--- src/rtl/ex_muldiv_if.sv ---
// Request/response bundle between ID/EX and the multiply/divide unit.
// The master side issues operations and consumes results.
interface ex_muldiv_if #(
    parameter int XLEN  = 32,
    parameter int TAG_W = 5
) ();
    logic             in_valid;
    logic             in_ready;
    logic [2:0]       in_funct3;
    logic [XLEN-1:0]  in_rs1;
    logic [XLEN-1:0]  in_rs2;
    logic [TAG_W-1:0] in_tag;
    logic             out_valid;
    logic             out_ready;
    logic [XLEN-1:0]  out_result;
    logic [TAG_W-1:0] out_tag;

    modport master (
        output in_valid, in_funct3, in_rs1, in_rs2, in_tag, out_ready,
        input  in_ready, out_valid, out_result, out_tag
    );

    modport slave (
        input  in_valid, in_funct3, in_rs1, in_rs2, in_tag, out_ready,
        output in_ready, out_valid, out_result, out_tag
    );
endinterface

--- src/rtl/ex_muldiv.sv ---
// RV32M multi-cycle execute unit: fixed-latency multiply, restoring
// divide (one quotient bit per cycle), tagged result with flush.
module ex_muldiv #(
    parameter int XLEN    = 32,
    parameter int MUL_LAT = 2,
    parameter int TAG_W   = 5
) (
    input  logic       clk,
    input  logic       rst,
    input  logic       flush,
    ex_muldiv_if.slave io
);
    localparam int CNT_W = $clog2(XLEN + MUL_LAT + 1);
    localparam logic [XLEN-1:0] MIN_NEG  = {1'b1, {(XLEN-1){1'b0}}};
    localparam logic [XLEN-1:0] ALL_ONES = '1;

    typedef enum logic [2:0] {IDLE, MUL, DIV, FIX, DONE} state_e;

    state_e           state_q, state_d;
    logic [CNT_W-1:0] cnt_q, cnt_d;
    logic [XLEN-1:0]  rem_q, rem_d;
    logic [XLEN-1:0]  quo_q, quo_d;
    logic [XLEN-1:0]  dvs_q, dvs_d;
    logic             is_rem_q, is_rem_d;
    logic             neg_quo_q, neg_quo_d;
    logic             neg_rem_q, neg_rem_d;
    logic [XLEN-1:0]  res_q, res_d;
    logic [TAG_W-1:0] tag_q, tag_d;
    logic             valid_q, valid_d;

    logic              accept;
    logic              div_signed;
    logic              a_neg, b_neg;
    logic              mul_sa, mul_sb;
    logic [XLEN-1:0]   a_mag, b_mag;
    logic [2*XLEN-1:0] a_ext, b_ext, prod;
    logic [XLEN:0]     trial, trial_sub;

    assign io.in_ready   = (state_q == IDLE);
    assign io.out_valid  = valid_q;
    assign io.out_result = res_q;
    assign io.out_tag    = tag_q;
    assign accept = io.in_valid & io.in_ready & ~flush;

    always_comb begin
        div_signed = ~io.in_funct3[0];
        a_neg  = div_signed & io.in_rs1[XLEN-1];
        b_neg  = div_signed & io.in_rs2[XLEN-1];
        a_mag  = a_neg ? -io.in_rs1 : io.in_rs1;
        b_mag  = b_neg ? -io.in_rs2 : io.in_rs2;
        mul_sa = (io.in_funct3[1:0] == 2'b01) || (io.in_funct3[1:0] == 2'b10);
        mul_sb = (io.in_funct3[1:0] == 2'b01);
        a_ext  = {{XLEN{mul_sa & io.in_rs1[XLEN-1]}}, io.in_rs1};
        b_ext  = {{XLEN{mul_sb & io.in_rs2[XLEN-1]}}, io.in_rs2};
        prod   = a_ext * b_ext;
        // Partial remainder stays below the divisor, so XLEN+1 bits suffice.
        trial     = {rem_q, quo_q[XLEN-1]};
        trial_sub = trial - {1'b0, dvs_q};
    end

    always_comb begin
        state_d   = state_q;
        cnt_d     = cnt_q;
        rem_d     = rem_q;
        quo_d     = quo_q;
        dvs_d     = dvs_q;
        is_rem_d  = is_rem_q;
        neg_quo_d = neg_quo_q;
        neg_rem_d = neg_rem_q;
        res_d     = res_q;
        tag_d     = tag_q;
        valid_d   = valid_q;
        unique case (state_q)
            IDLE: begin
                if (accept) begin
                    tag_d = io.in_tag;
                    if (!io.in_funct3[2]) begin
                        res_d = (io.in_funct3[1:0] == 2'b00) ? prod[XLEN-1:0]
                                                             : prod[2*XLEN-1:XLEN];
                        if (MUL_LAT == 1) begin
                            state_d = DONE;
                            valid_d = 1'b1;
                        end else begin
                            state_d = MUL;
                            cnt_d   = CNT_W'(MUL_LAT - 1);
                        end
                    end else if (io.in_rs2 == '0) begin
                        res_d   = io.in_funct3[1] ? io.in_rs1 : ALL_ONES;
                        state_d = DONE;
                        valid_d = 1'b1;
                    end else if (div_signed && io.in_rs1 == MIN_NEG &&
                                 io.in_rs2 == ALL_ONES) begin
                        res_d   = io.in_funct3[1] ? '0 : io.in_rs1;
                        state_d = DONE;
                        valid_d = 1'b1;
                    end else begin
                        state_d   = DIV;
                        cnt_d     = CNT_W'(XLEN - 1);
                        rem_d     = '0;
                        quo_d     = a_mag;
                        dvs_d     = b_mag;
                        is_rem_d  = io.in_funct3[1];
                        neg_quo_d = a_neg ^ b_neg;
                        neg_rem_d = a_neg;
                    end
                end
            end
            MUL: begin
                cnt_d = cnt_q - 1'b1;
                if (cnt_q == CNT_W'(1)) begin
                    state_d = DONE;
                    valid_d = 1'b1;
                end
            end
            DIV: begin
                if (!trial_sub[XLEN]) begin
                    rem_d = trial_sub[XLEN-1:0];
                    quo_d = {quo_q[XLEN-2:0], 1'b1};
                end else begin
                    rem_d = trial[XLEN-1:0];
                    quo_d = {quo_q[XLEN-2:0], 1'b0};
                end
                if (cnt_q == '0) state_d = FIX;
                else cnt_d = cnt_q - 1'b1;
            end
            FIX: begin
                if (is_rem_q) res_d = neg_rem_q ? -rem_q : rem_q;
                else res_d = neg_quo_q ? -quo_q : quo_q;
                state_d = DONE;
                valid_d = 1'b1;
            end
            DONE: begin
                if (io.out_ready) begin
                    state_d = IDLE;
                    valid_d = 1'b0;
                end
            end
            default: begin
                state_d = IDLE;
                valid_d = 1'b0;
            end
        endcase
        if (flush) begin
            state_d = IDLE;
            valid_d = 1'b0;
        end
    end

    always_ff @(posedge clk) begin
        if (rst) begin
            state_q   <= IDLE;
            cnt_q     <= '0;
            rem_q     <= '0;
            quo_q     <= '0;
            dvs_q     <= '0;
            is_rem_q  <= 1'b0;
            neg_quo_q <= 1'b0;
            neg_rem_q <= 1'b0;
            res_q     <= '0;
            tag_q     <= '0;
            valid_q   <= 1'b0;
        end else begin
            state_q   <= state_d;
            cnt_q     <= cnt_d;
            rem_q     <= rem_d;
            quo_q     <= quo_d;
            dvs_q     <= dvs_d;
            is_rem_q  <= is_rem_d;
            neg_quo_q <= neg_quo_d;
            neg_rem_q <= neg_rem_d;
            res_q     <= res_d;
            tag_q     <= tag_d;
            valid_q   <= valid_d;
        end
    end
endmodule
--- src/flat_wrapper.sv ---
// flat-port wrapper written by rule: the top's interface ports become plain ports
module ex_muldiv_flat 
#(
    parameter int XLEN    = 32,
    parameter int MUL_LAT = 2,
    parameter int TAG_W   = 5
)
  (clk, rst, flush, io_in_valid, io_in_funct3, io_in_rs1, io_in_rs2, io_in_tag, io_out_ready, io_in_ready, io_out_valid, io_out_result, io_out_tag);
  ex_muldiv_if #(.XLEN(XLEN), .TAG_W(TAG_W)) io_i ();
  input  logic clk;
  input  logic rst;
  input  logic flush;
  input wire logic [$bits(io_i.in_valid)-1:0] io_in_valid;
  input wire logic [$bits(io_i.in_funct3)-1:0] io_in_funct3;
  input wire logic [$bits(io_i.in_rs1)-1:0] io_in_rs1;
  input wire logic [$bits(io_i.in_rs2)-1:0] io_in_rs2;
  input wire logic [$bits(io_i.in_tag)-1:0] io_in_tag;
  input wire logic [$bits(io_i.out_ready)-1:0] io_out_ready;
  output wire logic [$bits(io_i.in_ready)-1:0] io_in_ready;
  output wire logic [$bits(io_i.out_valid)-1:0] io_out_valid;
  output wire logic [$bits(io_i.out_result)-1:0] io_out_result;
  output wire logic [$bits(io_i.out_tag)-1:0] io_out_tag;
  assign io_i.in_valid = io_in_valid;
  assign io_i.in_funct3 = io_in_funct3;
  assign io_i.in_rs1 = io_in_rs1;
  assign io_i.in_rs2 = io_in_rs2;
  assign io_i.in_tag = io_in_tag;
  assign io_i.out_ready = io_out_ready;
  assign io_in_ready = io_i.in_ready;
  assign io_out_valid = io_i.out_valid;
  assign io_out_result = io_i.out_result;
  assign io_out_tag = io_i.out_tag;
  ex_muldiv #(.XLEN(XLEN), .MUL_LAT(MUL_LAT), .TAG_W(TAG_W)) u_core (.clk(clk), .rst(rst), .flush(flush), .io(io_i));
endmodule
--- config.mk ---
export PLATFORM = sky130hd
export DESIGN_NAME = ex_muldiv_flat
export DESIGN_NICKNAME = d
export VERILOG_FILES = /design/src/rtl/ex_muldiv_if.sv /design/src/rtl/ex_muldiv.sv /design/src/flat_wrapper.sv
export SDC_FILE = /design/constraint.sdc
export NUM_CORES = 2
export LEC_CHECK = 0
export ABC_AREA = 1
export CORE_ASPECT_RATIO = 2
export CORE_MARGIN = 1.5
export CORE_UTILIZATION = 55
export DETAILED_ROUTE_END_ITERATION = 8
export PLACE_DENSITY_LB_ADDON = 0.3
export SYNTH_ARGS = -nofsm -noshare
export SYNTH_HDL_FRONTEND = slang
export SYNTH_SLANG_ARGS = --single-unit
export TNS_END_PERCENT = 100
--- constraint.sdc ---
create_clock -name clk -period 15.5 [get_ports clk]
set_input_delay 2.325 -clock clk [delete_from_list [all_inputs] [get_ports clk]]
set_output_delay 2.325 -clock clk [all_outputs]
set_load 0.02 [all_outputs]
==> impl_results.md <==
- Worst-case headroom to the max-slew limit: -0.0603
- Area share of the largest cell type after synthesis: 0.426
- Transition time at the pin with the least slew margin: between 1.5 and 2 ns
- Top post-synthesis cells by area: fa_1 (43%), nand2_1 (14%), inv_1 (13%), ha_1 (6.0%), dfxtp_1 (5.5%)
- Post-detailed-route via-to-cell ratio: between 5 and 6
- Starting utilization of the core area: 0.556
- Area growth from synthesis to final layout: 4.55%
- Critical path startpoint category: input port
- Final Cycle Share: 0.807
- Number of global-route vias before repair: between 50000 and 60000
- Fin nets: 8590
- Worst Path Arrival: 12.94 ns
- Half-perimeter wire length after detailed placement: ~180000 um
- Post-route setup TNS: 0 ns
- Clk slew on worst S/H paths: approximately 0.060 ns
- Share of flip-flops with an asynchronous set or reset after synthesis: 0
- CP delay by family, top: adder cells
- Critical path's slowest cell: clkdlybuf4s50_1
- Number of post-CTS setup repair buffers: 0
- Number of I/O pins: about 120
- All-Layer GR Usage: 0.480
- Post-CTS sizing: 0
- Worst EP required: about 16 ns
- CTS tree: done
- Total grt overflow: 0
- Count of input and output buffers: 115
- Endpoint class of the critical path: flip-flop
- Run status: complete, but fails checks
- Path class of the lowest-slack min-delay path: flip-flop to flip-flop
- Count of flip-flops with a built-in enable after synthesis: 0
- Final setup fails: 0
- Final weighted congestion in routability-driven placement: around 1.1
- CTS H-tree lvls: 4
- Drt first pass iters: 8
- Area of the die: approximately 100000 um^2
- DRC viols: 0
- Antenna violations before repair: 12
- Top_reg_cell synth: dfxtp_1
- Clock Sinks: between 100 and 150
- Violated checks: capacitance limit, slew limit
- Worst Setup Slack, final: approximately 3 ns
- Wire length reported by the detailed router: between 200000 and 250000 um
- Crit path time final: about 13 ns
- Share of layout cells above drive strength 1: 0.0311
- First-pass GRT wire length: 337000 um
- Maximum achievable frequency: 79.9 MHz
- Number of placement rows: 160
- Final Hold Violating Endpoints: 0
- Antenna Nets Post-Route: 0
- Largest net degree at the start of global routing: 81
- CTS Hold Bufs: 0
- Total of max-cap violations: 1
- Synth Register Bits: roughly 150
- Source-to-sink clock delay at the later pin of the worst-skew pair: around 0.52 ns
- Number of buffers on the longest clock path: 3
- Clock Root Buffer: clkbuf_16
- Number of max-slew violations in the final report: 4
- Overall via count from detail_route: between 40000 and 50000
- Biggest area consumer among synthesized cells: fa_1
- Clock skew: around 0.032 ns
- Post-synthesis cell type count: 53
- Setup repair after global routing missed its margin: no
- Average routed wire per standard cell: between 20 and 30 um
- YS warnings: 0
- Post-Synthesis Cell Area: approximately 53000 um^2
- Register area share after synthesis: 0.0553
- Worst Path Buf+Inv: 5
- Maximum fanout along the worst path: 23
- Max stage delay on crit path: about 1.4 ns
- Number of instances in the synthesized netlist: 7264
- Final core utilization: 0.581
- Synthesized area divided by synthesized cell count: between 7 and 8 um^2
- Core footprint: around 95000 um^2
- Height of the chip: roughly 440 um
- Die width: 222 um
- Pre-CTS WS: 2.77 ns
- Number of buffers created by CTS: 25
- Startpoint-to-endpoint class of the critical path: input port to flip-flop
- Post-synth net total: between 8000 and 9000
- Detailed Route Iter0 Violations: about 4200
## metal layers
layer / vias up / track usage / part of all wire
met5: - / 0.00635 / 0.00032
met4: 4 / 0.551 / 0.14
met3: 1334 / 0.134 / 0.097
met2: 2896 / 0.806 / 0.47
met1: 24000 / 0.441 / 0.29
li1: 20900 / - / -
## layout by cell type (no fill, tap or decap), drive strengths merged, types with 27 or more instances in the layout
master / n
o21bai: 28
a21oi: 303
nand4: 44
clkdlybuf4s50: 71
fa: 1126
nand3: 226
ha: 253
nand2: 1932
maj3: 32
nor3: 45
buf: 130
nor2: 411
clkbuf: 30
inv: 1877
dfxtp: 146
o21ai: 236
xor2: 83
o211ai: 42
a211oi: 27
## final timing paths
path                                             start                                   end  slack, ns  depth (start not counted)
setup / recovery                         io_in_rs2[13]  u_core.io.out_result[0]$_SDFFE_PP0P_       2.99                         28
setup reg to reg         u_core.quo_q[31]$_SDFFE_PP0P_         u_core.rem_q[17]$_SDFFE_PP0P_      11.66                         17
hold reg to reg   u_core.io.out_result[8]$_SDFFE_PP0P_  u_core.io.out_result[8]$_SDFFE_PP0P_       0.46                          2
hold / removal    u_core.io.out_result[8]$_SDFFE_PP0P_  u_core.io.out_result[8]$_SDFFE_PP0P_       0.46                          2
## worst min-delay path, stage by stage (launching register included)
cell     delay (ns)
dfxtp_1        0.31
nand2_1        0.06
a21oi_1        0.05
## Yosys cell counts, types with 4 or more instances
master and n:
nand2_1 1927, inv_1 1857, fa_1 1126, nor2_1 400
a21oi_1 303, ha_1 253, o21ai_0 229, nand3_1 224
clkbuf_1 175, dfxtp_1 146, buf_1 108, xor2_1 83
buf_2 65, nand4_1 42, o211ai_1 42, nor3_1 40
maj3_1 32, o21bai_1 28, a211oi_1 27, inv_2 20
a31oi_1 19, xnor2_1 18, nor4_1 13, buf_6 8
nor2_2 6, a21o_1 5, clkinv_1 5, nor2_4 5
nor3_2 5, o21ai_1 5, nand3b_1 4
## sequential cells by signal (all words and copies together), names as in the netlist
register	count
u_core.cnt_q	6
u_core.dvs_q	32
u_core.io.out_result	32
u_core.io.out_tag	5
u_core.io.out_valid	1
u_core.is_rem_q	1
u_core.neg_quo_q	1
u_core.neg_rem_q	1
u_core.quo_q	32
u_core.rem_q	32
u_core.state_q	3
## cells by family after synthesis
logic type | synth area share
AOI/OAI and AO/OA | 0.0705
xor gates and xnor gates | 0.0167
adders and majority gates | 0.492
buffers and inverters | 0.162
DFF | 0.0553
and+or+nand+nor | 0.203
## area by class of cell
class / instances / area (um^2)
sequential: 146 / 2920
timing repair buffer: 202 / 1590
multi-input combinational: 4875 / 41400
clock buffer: 29 / 671
antenna: 8 / 20.0
clock inverter: 4 / 95.1
fill: 9173 / 39800
inverter: 1884 / 7070
tap: 1215 / 1520
## metrics by stage
stage | area [um^2] | instances | hold slack [ns]
finish | 55300 | 8363 | 0.463
global placement | 54500 | 8322 | 0.454
detailed placement | 54500 | 8322 | 0.457
CTS | 55300 | 8355 | 0.466
floorplan | 52900 | 7264 | 0.432
global route | 55300 | 8357 | 0.487
Power is not shown: default switching activity piles up to over one toggle a cycle in this logic, so the estimate is an artifact.
